## src/rtl/qsys_block_nios_oci_dct_packer.sv

```systemverilog
// Nios OCI compressed-trace packer: 2-bit atoms into 30-bit frames, plus end-of-test sequencing.
// Optional dropped-atom counter port is enabled by defining QSYS_BLOCK_DCT_DROP_COUNT_EN.
module qsys_block_nios_oci_dct_packer #(
    parameter int unsigned AtomW = 2,
    parameter int unsigned Depth = 15,
    parameter int unsigned CntW  = 4
) (
    input  logic                   clk_i,
    input  logic                   rst_ni,
    input  logic                   atom_valid_i,
    input  logic [AtomW-1:0]       atom_i,
    output logic                   atom_ready_o,
    input  logic                   flush_i,
    input  logic                   test_end_req_i,
    output logic [AtomW*Depth-1:0] dct_buffer_o,
    output logic [CntW-1:0]        dct_count_o,
    output logic                   frame_valid_o,
    input  logic                   frame_ready_i,
    output logic                   test_ending_o,
`ifdef QSYS_BLOCK_DCT_DROP_COUNT_EN
    output logic [15:0]            dct_drop_count_o,
`endif
    output logic                   test_has_ended_o
);

    localparam int unsigned BufW = AtomW * Depth;

    typedef enum logic [1:0] {StRun, StDrain, StEnding, StEnded} state_e;

    state_e          state_q, state_d;
    logic [BufW-1:0] acc_q, acc_d;
    logic [CntW-1:0] acc_cnt_q, acc_cnt_d;
    logic [BufW-1:0] out_buf_q, out_buf_d;
    logic [CntW-1:0] out_cnt_q, out_cnt_d;
    logic            frame_valid_q, frame_valid_d;
    logic            pend_q, pend_d;
    logic            rdy_en_q;

    logic            full, out_free, accept, flush_eff, close, transfer, drained;
    logic [BufW-1:0] frame_src, acc_rest;
    logic [CntW-1:0] frame_cnt, cnt_rest;

    always_comb begin
        full         = (acc_cnt_q == CntW'(Depth));
        out_free     = !frame_valid_q || frame_ready_i;
        atom_ready_o = rdy_en_q && (state_q == StRun) && !(full && !out_free);
        accept       = atom_valid_i && atom_ready_o;
        flush_eff    = flush_i || pend_q || (state_q == StDrain);

        acc_d     = acc_q;
        acc_cnt_d = acc_cnt_q;
        frame_src = acc_q;
        frame_cnt = acc_cnt_q;
        acc_rest  = '0;
        cnt_rest  = '0;
        close     = 1'b0;

        if (full) begin
            // A full acc closes as-is; an atom accepted now starts the next frame.
            close = 1'b1;
            if (accept) begin
                acc_rest = {{(BufW-AtomW){1'b0}}, atom_i};
                cnt_rest = CntW'(1);
            end
        end else begin
            if (accept) begin
                acc_d     = {acc_q[BufW-AtomW-1:0], atom_i};
                acc_cnt_d = acc_cnt_q + CntW'(1);
            end
            frame_src = acc_d;
            frame_cnt = acc_cnt_d;
            close     = (acc_cnt_d == CntW'(Depth)) || (flush_eff && (acc_cnt_d != '0));
        end

        transfer = close && out_free;
        pend_d   = close && !transfer;
        if (transfer) begin
            acc_d     = acc_rest;
            acc_cnt_d = cnt_rest;
        end

        out_buf_d     = transfer ? frame_src : out_buf_q;
        out_cnt_d     = transfer ? frame_cnt : out_cnt_q;
        frame_valid_d = transfer || (frame_valid_q && !frame_ready_i);
    end

    always_comb begin
        drained = (acc_cnt_q == '0) && (!frame_valid_q || frame_ready_i);
        state_d = state_q;
        unique case (state_q)
            StRun:    if (test_end_req_i) state_d = (drained && !accept) ? StEnding : StDrain;
            StDrain:  if (drained) state_d = StEnding;
            StEnding: state_d = StEnded;
            StEnded:  state_d = StEnded;
            default:  state_d = StRun;
        endcase
    end

    always_ff @(posedge clk_i or negedge rst_ni) begin
        if (!rst_ni) begin
            state_q       <= StRun;
            acc_q         <= '0;
            acc_cnt_q     <= '0;
            out_buf_q     <= '0;
            out_cnt_q     <= '0;
            frame_valid_q <= 1'b0;
            pend_q        <= 1'b0;
            rdy_en_q      <= 1'b0;
        end else begin
            state_q       <= state_d;
            acc_q         <= acc_d;
            acc_cnt_q     <= acc_cnt_d;
            out_buf_q     <= out_buf_d;
            out_cnt_q     <= out_cnt_d;
            frame_valid_q <= frame_valid_d;
            pend_q        <= pend_d;
            rdy_en_q      <= 1'b1;
        end
    end

`ifdef QSYS_BLOCK_DCT_DROP_COUNT_EN
    logic [15:0] drop_q, drop_d;

    always_comb begin
        drop_d = drop_q;
        if (atom_valid_i && !atom_ready_o && (state_q == StRun) && (drop_q != 16'hFFFF)) begin
            drop_d = drop_q + 16'd1;
        end
    end

    always_ff @(posedge clk_i or negedge rst_ni) begin
        if (!rst_ni) begin
            drop_q <= '0;
        end else begin
            drop_q <= drop_d;
        end
    end

    assign dct_drop_count_o = drop_q;
`endif

    assign dct_buffer_o     = out_buf_q;
    assign dct_count_o      = out_cnt_q;
    assign frame_valid_o    = frame_valid_q;
    assign test_ending_o    = (state_q == StEnding);
    assign test_has_ended_o = (state_q == StEnded);

endmodule

```

## config.mk

```make
export PLATFORM = sky130hd
export DESIGN_NAME = qsys_block_nios_oci_dct_packer
export DESIGN_NICKNAME = d
export VERILOG_FILES = /design/src/rtl/qsys_block_nios_oci_dct_packer.sv
export SDC_FILE = /design/constraint.sdc
export NUM_CORES = 1
export LEC_CHECK = 0
export ABC_AREA = 0
export CORE_UTILIZATION = 30
export DETAILED_ROUTE_END_ITERATION = 12
export GPL_TIMING_DRIVEN = 0
export SLEW_MARGIN = 10
export SYNTH_ARGS = -nofsm -noshare
export SYNTH_HDL_FRONTEND = slang
export SYNTH_SLANG_ARGS = --single-unit
```

## constraint.sdc

```tcl
create_clock -name clk_i -period 3.15 [get_ports clk_i]
set_input_delay 0.63 -clock clk_i [delete_from_list [all_inputs] [get_ports clk_i]]
set_output_delay 0.63 -clock clk_i [all_outputs]
set_load 0.02 [all_outputs]
```

# Word-level counts from Yosys, hierarchy flattened
# Cells that the tools add are included.
[classes] n_addsub=1 n_eq_ne=7 mux=16 n_reduce_logical=26
[op_table] op="two-way mux 30 bit" count=3
[op_table] op="two-way mux 4 bit" count=4
[op_table] op="logical AND 1 bit" count=10
[op_table] op="two-way mux 2 bit" count=5
[op_table] op="equality test 4 bit, second input constant" count=2
[op_table] op="logical NOT 1 bit" count=6
[op_table] op="case mux 2 bit (3 select lines)" count=1
[op_table] op="logical OR 1 bit" count=5
[op_table] op="adder 4 x 1 -> 4 bit, second input constant" count=1
[op_table] op="equality test 2 bit, second input constant" count=2
[op_table] op="logical NOT 4 bit" count=1
[op_table] op="inequality test 2 bit, second input constant" count=2
[op_table] op="nonzero test 4 bit" count=1
[op_table] op="two-way mux 1 bit" count=3
[op_table] op="equality test 2 x 1 -> 1 bit, second input constant" count=1
[op_table] op="logical NOT 2 bit" count=1
[op_table] op="AND reduction 2 bit" count=1
[op_table] op="OR reduction 2 bit" count=1
[totals] register_bits=73 in_bits=8 output_inout_bits=38 wordCells=58

# Depth between registers and ports, before layout
# Gate-level depths: netlist of the first run.
[logic_depth] ltp_word=16 mapped_depth=10

# Worst setup path before layout of the first run
# OpenSTA, ideal clock, no wires.
[synth_timing] kind="reg2out" startpoint="register acc_cnt_q[0]" endpoint="output port atom_ready_o" t_arrival_ps=1410 required_time_ps=2520 path_slack_ps=1110 stages_incl_launch_ff=5 cell_sequence="dfrtp_1 ha_1 and3_1 clkbuf_1 a21oi_1"
[synth_via] elab_chain_cells=4
[synth_lines] element="start: declaration" line="32" rtl="logic [CntW-1:0] acc_cnt_q, acc_cnt_d;"
[synth_lines] element="start signal: assignment" line="112" rtl="acc_cnt_q <= acc_cnt_d;"
[synth_lines] element="equality test 4 bit" line="44" rtl="full = (acc_cnt_q == CntW'(Depth));"
[synth_lines] element="logical AND 1 bit" line="46" rtl="atom_ready_o = rdy_en_q && (state_q == StRun) && !(full && !out_free);"
[synth_lines] element="logical NOT 1 bit" line="46"
[synth_lines] element="logical AND 1 bit" line="46"
[synth_lines] element="end: declaration" line="12" rtl="output logic atom_ready_o,"
# No other way between the ends.

# Final worst setup path of the first run
# Same ends and word-level chain as after synthesis.

==> impl_metrics.tcl, run 1 <==
set metrics [dict create \
    hold_violations 0 \
    cts_made_buffers 9 \
    grt_pass1_wl_mm 11.2 \
    cts_tree "yes" \
    seq_area_frac_synth_pct 55.4 \
    die_h_um 107 \
    gp_congestion 0.806 \
    synth_nets 295 \
    cts_hold_buf 0 \
    clk_pin_slew_ps 70 \
    p_per_area_nw_per_um2 748 \
    cts_resized 0 \
    dr.pass1.iters 4 \
    crit_type "flip-flop to output pin" \
    leakage_nw 2.03 \
    io_pins 46 \
    clockPowerShare_pct 20.3 \
    cp-start-kind "flip-flop" \
    filler_cell_count 1063 \
    avgSynthCellArea_sq_um 11.6 \
    slowest_stage "clkdlybuf4s50_1" \
    start_util_pct 31.4 \
    ys_ff_latch 73 \
    vias_per_cell 4.54 \
    cap_violations 0 \
    post_cts_buffers 0 \
    num_rows 37 \
    routed-via-count 2193 \
    hpwlAfterDp_mm 4.57 \
    min_path_type "input pin to async pin" \
    cts.sinks 73 \
    fin_nets 352 \
    grt-busiest-layer "met2" \
    intPower_mw 2.04 \
    core_area_sq_um 10500 \
    skew_ps 8.75 \
    fmax_ghz 0.338 \
    worstPathRequired_ps 2520 \
    status "complete, no violations" \
    die_w_um 107 \
    diodes 0 \
    drtIter0Drc 55 \
    grt_pass1_vias 2286 \
    switching_share_pct 33.6 \
    yosysWarnings 0 \
    cts-root-buf "clkbuf_8" \
    p_sw_mw 1.04 \
    drcViolationCount 0 \
    gr-usage-met3_pct 2.74 \
    synth_top_area_cell "dfrtp_1" \
    area_growth_pct 24.6 \
    postRouteWirelength_mm 6.44 \
    antenna_found_initial 0 \
    yosysUniqueCellTypes 40 \
    netlist_area_sq_um 3300 \
    htreeDepth 3 \
    drive_above_1_share_pct 23.9 \
    arrival_ps 2330 \
    track_usage_pct 12.6 \
    use_met1_pct 17.7 \
    ant_nets 0 \
    grtUsageMet2_pct 19.4 \
    fin_crit_sh_pct 94.0 \
    cpPeakStageDelay_ps 630 \
    port-buffer-count 45 \
    grt_max_degree 65 \
    final_util_pct 39.1 \
    routedWlPerCell_um 13.3 \
    critPathMaxFanout 8 \
    path_cells "ha_1, and3_1, clkbuf_1, a21oi_1, clkdlybuf4s50_1" \
    power_frac_comb_pct 36.9 \
    ir_drop_mv 0.394 \
    power_frac_seq_pct 42.8 \
    synthCells 285 \
    synth_area_leaders "dfrtp_1 55%, mux2i_1 9.7%, a21oi_2 6.9%, nor2_1 5.8%, nor2_2 3.8%" \
    die-area_sq_um 11400 \
    synth_top_cell_area_share_pct 55.4 \
    clkLatencyLatePin_ps 330 \
    period_needed_ps 2960 \
    report.final.slew_viol_count 0 \
    setup_viol 0 \
    overflow 0 \
    rsz0062_at_grt "no" \
    cp-end-kind "output pin" \
    p_total_mw 3.08 \
    cts_buffer_depth 2 \
]
[flip-flops by register name (all words and copies together), names as in the netlist]
register / count
state_q: 2
acc_q: 30
dct_buffer_o: 30
rdy_en_q: 1
frame_valid_o: 1
acc_cnt_q: 4
dct_count_o: 4
pend_q: 1
[final cells by class]
cell class	count	area (sq um)	area share (%)
flip-flops and latches	73	1830	44.4
multi-input cells	191	1320	32.0
repair buffers	46	475	11.6
well taps	136	170	4.14
clock buffers	14	153	3.71
plain buffers	17	140	3.41
inverters	4	15.0	0.365
clock inverters	2	13.8	0.335
[worst max-delay path: cells and delay by family (launching register included)]
| kind | cells | cell delay (ps) |
|---|---|---|
| and+or+nand+nor | 1 | 210 |
| AOI/OAI and AO/OA | 1 | 180 |
| adders and majority gates | 1 | 340 |
| buffers and inverters | 2 | 800 |
| DFF | 1 | 470 |
[layout by cell type, fill, tap and decap left out, types with 3 or more instances in the layout]
cell type and instances:
dfrtp_1 73, a21oi_2 26, mux2i_1 32, inv_1 4, nand2_1 11, buf_2 7, nand3_1 3, nand2b_1 3
nor2_1 51, clkdlybuf4s50_1 44, nor2_2 20, clkbuf_1 5, a21oi_1 9, clkbuf_8 10, buf_6 9
[synthesized netlist by cell type, drive strengths merged]
cell,n
o211ai,3
nand3,3
ha,2
and3,1
or4b,1
o21ai,2
nand4bb,1
nor2,71
o2111ai,1
o22ai,2
a221o,1
xnor2,2
nor3,1
nand2b,3
nand3b,2
nand2,11
a21oi,36
inv,4
conb,1
o21ba,1
clkbuf,1
nor3b,1
nand4b,1
mux2i,32
o21bai,2
xor2,1
and4bb,1
and2,2
dfrtp,73
nor2b,2
buf,16
a21o,2
o221ai,1
and4,1
[cell families after synthesis]
group / count (synthesis) / synth area share [%]
adders and majority gates: 2 / 0.759
and+or+nand+nor: 102 / 15.8
DFF: 73 / 55.4
xor gates and xnor gates: 3 / 0.797
muxes: 32 / 9.71
other: 1 / 0.114
buffers and inverters: 21 / 4.70
AOI/OAI and AO/OA: 51 / 12.7
[metal layers]
layer	routed length [um]	vias to the layer above	part of all wire, %
met3	223	6	3.5
met2	2930	37	45
li1	-	1084	-
met5	0	-	0
met4	50	0	0.78
met1	3240	1066	50
[power by group through the flow]
stage	Clock (mW)	Sequential, mW	Combinational (mW)
after floorplan	0	1.58	0.354
after global placement	0	1.33	1.14
after detailed placement	0	1.34	1.15
after CTS	0.656	1.32	1.16
after global routing	0.695	1.35	1.23
final	0.625	1.32	1.13
[path summary, 6_finish.rpt]
kind / from / endpoint / slack, ps / cells after the start
max in group asynchronous: rst_ni / dct_buffer_o[1] / 2480 / 2
min in group clk_i: dct_buffer_o[17] / dct_buffer_o[17] / 520 / 2
min reg2reg: dct_buffer_o[17] / dct_buffer_o[17] / 520 / 2
max reg2reg: acc_cnt_q[0] / acc_q[1] / 770 / 8
min: rst_ni / dct_buffer_o[26] / 120 / 1
max: acc_cnt_q[0] / atom_ready_o / 190 / 5
[per-stage QoR]
stage / setup slack (ps) / hold slack [ps] / area (sq um) / TNS [ps] / cells
after detailed placement: 352 / 473 / 3940 / 0 / 467
after floorplan: 1110 / 334 / 3300 / 0 / 285
final: 188 / 123 / 4110 / 0 / 483
after CTS: 175 / 109 / 4110 / 0 / 483
after global placement: -1080 / 511 / 3920 / -78600 / 466
after global routing: 75.1 / 111 / 4110 / 0 / 483
Power figures use the tool's default switching activity.
==> run 2, diff against run 1 <==
--- a/config.mk
+++ b/config.mk
@@ -6,6 +6,7 @@
 export NUM_CORES = 1
 export LEC_CHECK = 0
 export ABC_AREA = 0
+export ABC_CLOCK_PERIOD_IN_PS = 3150
 export CORE_UTILIZATION = 30
 export DETAILED_ROUTE_END_ITERATION = 12
 export GPL_TIMING_DRIVEN = 0
==> results of run 2 <==
Same layout as run 1: the final DEF is identical, and so are final timing and power.
==> run 3, diff against run 2 <==
--- a/config.mk
+++ b/config.mk
@@ -7,9 +7,12 @@
 export LEC_CHECK = 0
 export ABC_AREA = 0
 export ABC_CLOCK_PERIOD_IN_PS = 3150
+export CAP_MARGIN = 15
 export CORE_UTILIZATION = 30
 export DETAILED_ROUTE_END_ITERATION = 12
 export GPL_TIMING_DRIVEN = 0
+export MAX_ROUTING_LAYER = met4
+export PLACE_DENSITY = 0.47
 export SLEW_MARGIN = 10
 export SYNTH_ARGS = -nofsm -noshare
 export SYNTH_HDL_FRONTEND = slang
==> impl_metrics.tcl, run 3 (same netlist as run 1, synthesis figures left out) <==
set metrics [dict create \
    cts_tree "yes" \
    leakage_nw 2.05 \
    clockPowerShare_pct 25.0 \
    cts_resized 0 \
    hold_violations 0 \
    fin_cells 482 \
    dp.cells 467 \
    gp_congestion 0.771 \
    cp_num_buf_inv 2 \
    setup_viol 0 \
    die_w_um 107 \
    drtIter0Drc 74 \
    final_cell_mix "73 x dfrtp_1, 51 x nor2_1, 44 x clkdlybuf4s50_1" \
    drive_above_1_share_pct 24.9 \
    routedWlPerCell_um 14.4 \
    setup_tns_ps 0 \
    p_total_mw 3.26 \
    finalInstanceArea_sq_um 4160 \
    cp-end-kind "output pin" \
    cts_hold_buf 0 \
    switching_share_pct 32.6 \
    fin_crit_sh_pct 93.3 \
    layout_commonest_cell "dfrtp_1" \
    grt_pass1_wl_mm 11.7 \
    intPower_mw 2.20 \
    skew_ps 9.02 \
    dr.pass1.iters 4 \
    grt_max_degree 44 \
    antenna_found_initial 0 \
    final_util_pct 39.6 \
    drcViolationCount 0 \
    power_frac_seq_pct 40.1 \
    slowest_stage "clkdlybuf4s50_1" \
    layout_setup_ws_ps 212 \
    dpl_cell_area_sq_um 3940 \
    cap_violations 0 \
    core_area_sq_um 10500 \
    die-area_sq_um 11400 \
    path_cells "ha_1, and3_1, clkbuf_1, a21oi_1, clkdlybuf4s50_1" \
    preCtsSetupSlack_ps 317 \
    hold_ws_ps 223 \
    period_needed_ps 2940 \
    cts_buffer_depth 2 \
    min_path_type "input pin to async pin" \
    cts-root-buf "clkbuf_8" \
    port-buffer-count 45 \
    filler_cell_count 1040 \
    critPathMaxFanout 8 \
    ir_drop_mv 0.271 \
    cts_made_buffers 9 \
    hpwlAfterDp_mm 4.82 \
    grt_pass1_vias 2283 \
    cpPeakStageDelay_ps 610 \
    worstPathRequired_ps 2520 \
    vias_per_cell 4.57 \
    p_per_area_nw_per_um2 783 \
    p_sw_mw 1.06 \
    ant_nets 0 \
    clkLatencyLatePin_ps 340 \
    report.final.slew_viol_count 0 \
    track_usage_pct 13.8 \
    io_pins 46 \
    fmax_ghz 0.340 \
    arrival_ps 2310 \
    num_rows 37 \
    htreeDepth 3 \
    power_frac_comb_pct 34.9 \
    cts.sinks 73 \
    rsz0062_at_grt "no" \
    area_growth_pct 26.1 \
    start_util_pct 31.4 \
    fin_nets 352 \
    overflow 0 \
    status "complete, no violations" \
    post_cts_buffers 0 \
    postRouteWirelength_mm 6.95 \
    relSlewSlack_pct 65.9 \
    crit_family "buffers and inverters" \
    clk_pin_slew_ps 80 \
    routed-via-count 2203 \
    cp-start-kind "flip-flop" \
    die_h_um 107 \
    crit_type "flip-flop to output pin" \
    diodes 0 \
    worstMarginPinSlew_ps 510 \
]
## run 3: cell types whose count changed in the layout (fill, tap and decap cells not counted), sizes merged
| cell | delta |
|---|---|
| clkbuf | -4 |
| bufinv | +2 |
| inv | +1 |
## run 3: worst register-to-register path, cell delays in order (launching register included)
cell	delay, ps
dfrtp_1	480
ha_1	340
nand3_1	210
o21ai_1	290
o221ai_2	180
a21oi_4	250
buf_6	200
buf_6	200
nor2_2	50
a21oi_2	90
## run 3: path summary, 6_finish.rpt
path                             startpoint          endpoint  slack (ps)  cells after the start
setup / recovery               acc_cnt_q[0]      atom_ready_o         210                      5
hold / removal                       rst_ni    dct_count_o[2]         220                      1
setup reg to reg               acc_cnt_q[0]   dct_buffer_o[3]         790                      9
hold reg to reg            dct_buffer_o[24]  dct_buffer_o[24]         530                      2
max in group asynchronous            rst_ni  dct_buffer_o[14]        2360                      2
min in group clk_i         dct_buffer_o[24]  dct_buffer_o[24]         530                      2
## run 3: layout make-up
class,count,area [sq um],area share [%]
flip-flops and latches,73,1830,43.9
inverters,4,15.0,0.361
repair buffers,46,475,11.4
plain buffers,17,140,3.37
well taps,136,170,4.09
clock buffers,10,138,3.31
multi-input cells,191,1320,31.6
clock inverters,5,78.8,1.89
## run 3: layer usage
metal  vias to the layer above  GRT usage (%)  wire, um
met3                        11           2.37       185
met4                         0           6.16       123
met5                         -              -         0
met2                        35           20.1      3080
met1                      1079           18.9      3560
li1                       1078              -         -
## run 3: power by group through the flow
| stage | clock network, mW | registers, mW | logic [mW] |
|---|---|---|---|
| 2_1_floorplan | 0 | 1.58 | 0.354 |
| 3_3_place_gp | 0 | 1.33 | 1.14 |
| 3_5_place_dp | 0 | 1.33 | 1.15 |
| 4_1_cts | 0.846 | 1.31 | 1.16 |
| 5_1_grt | 0.888 | 1.34 | 1.23 |
| 6_report | 0.816 | 1.31 | 1.14 |
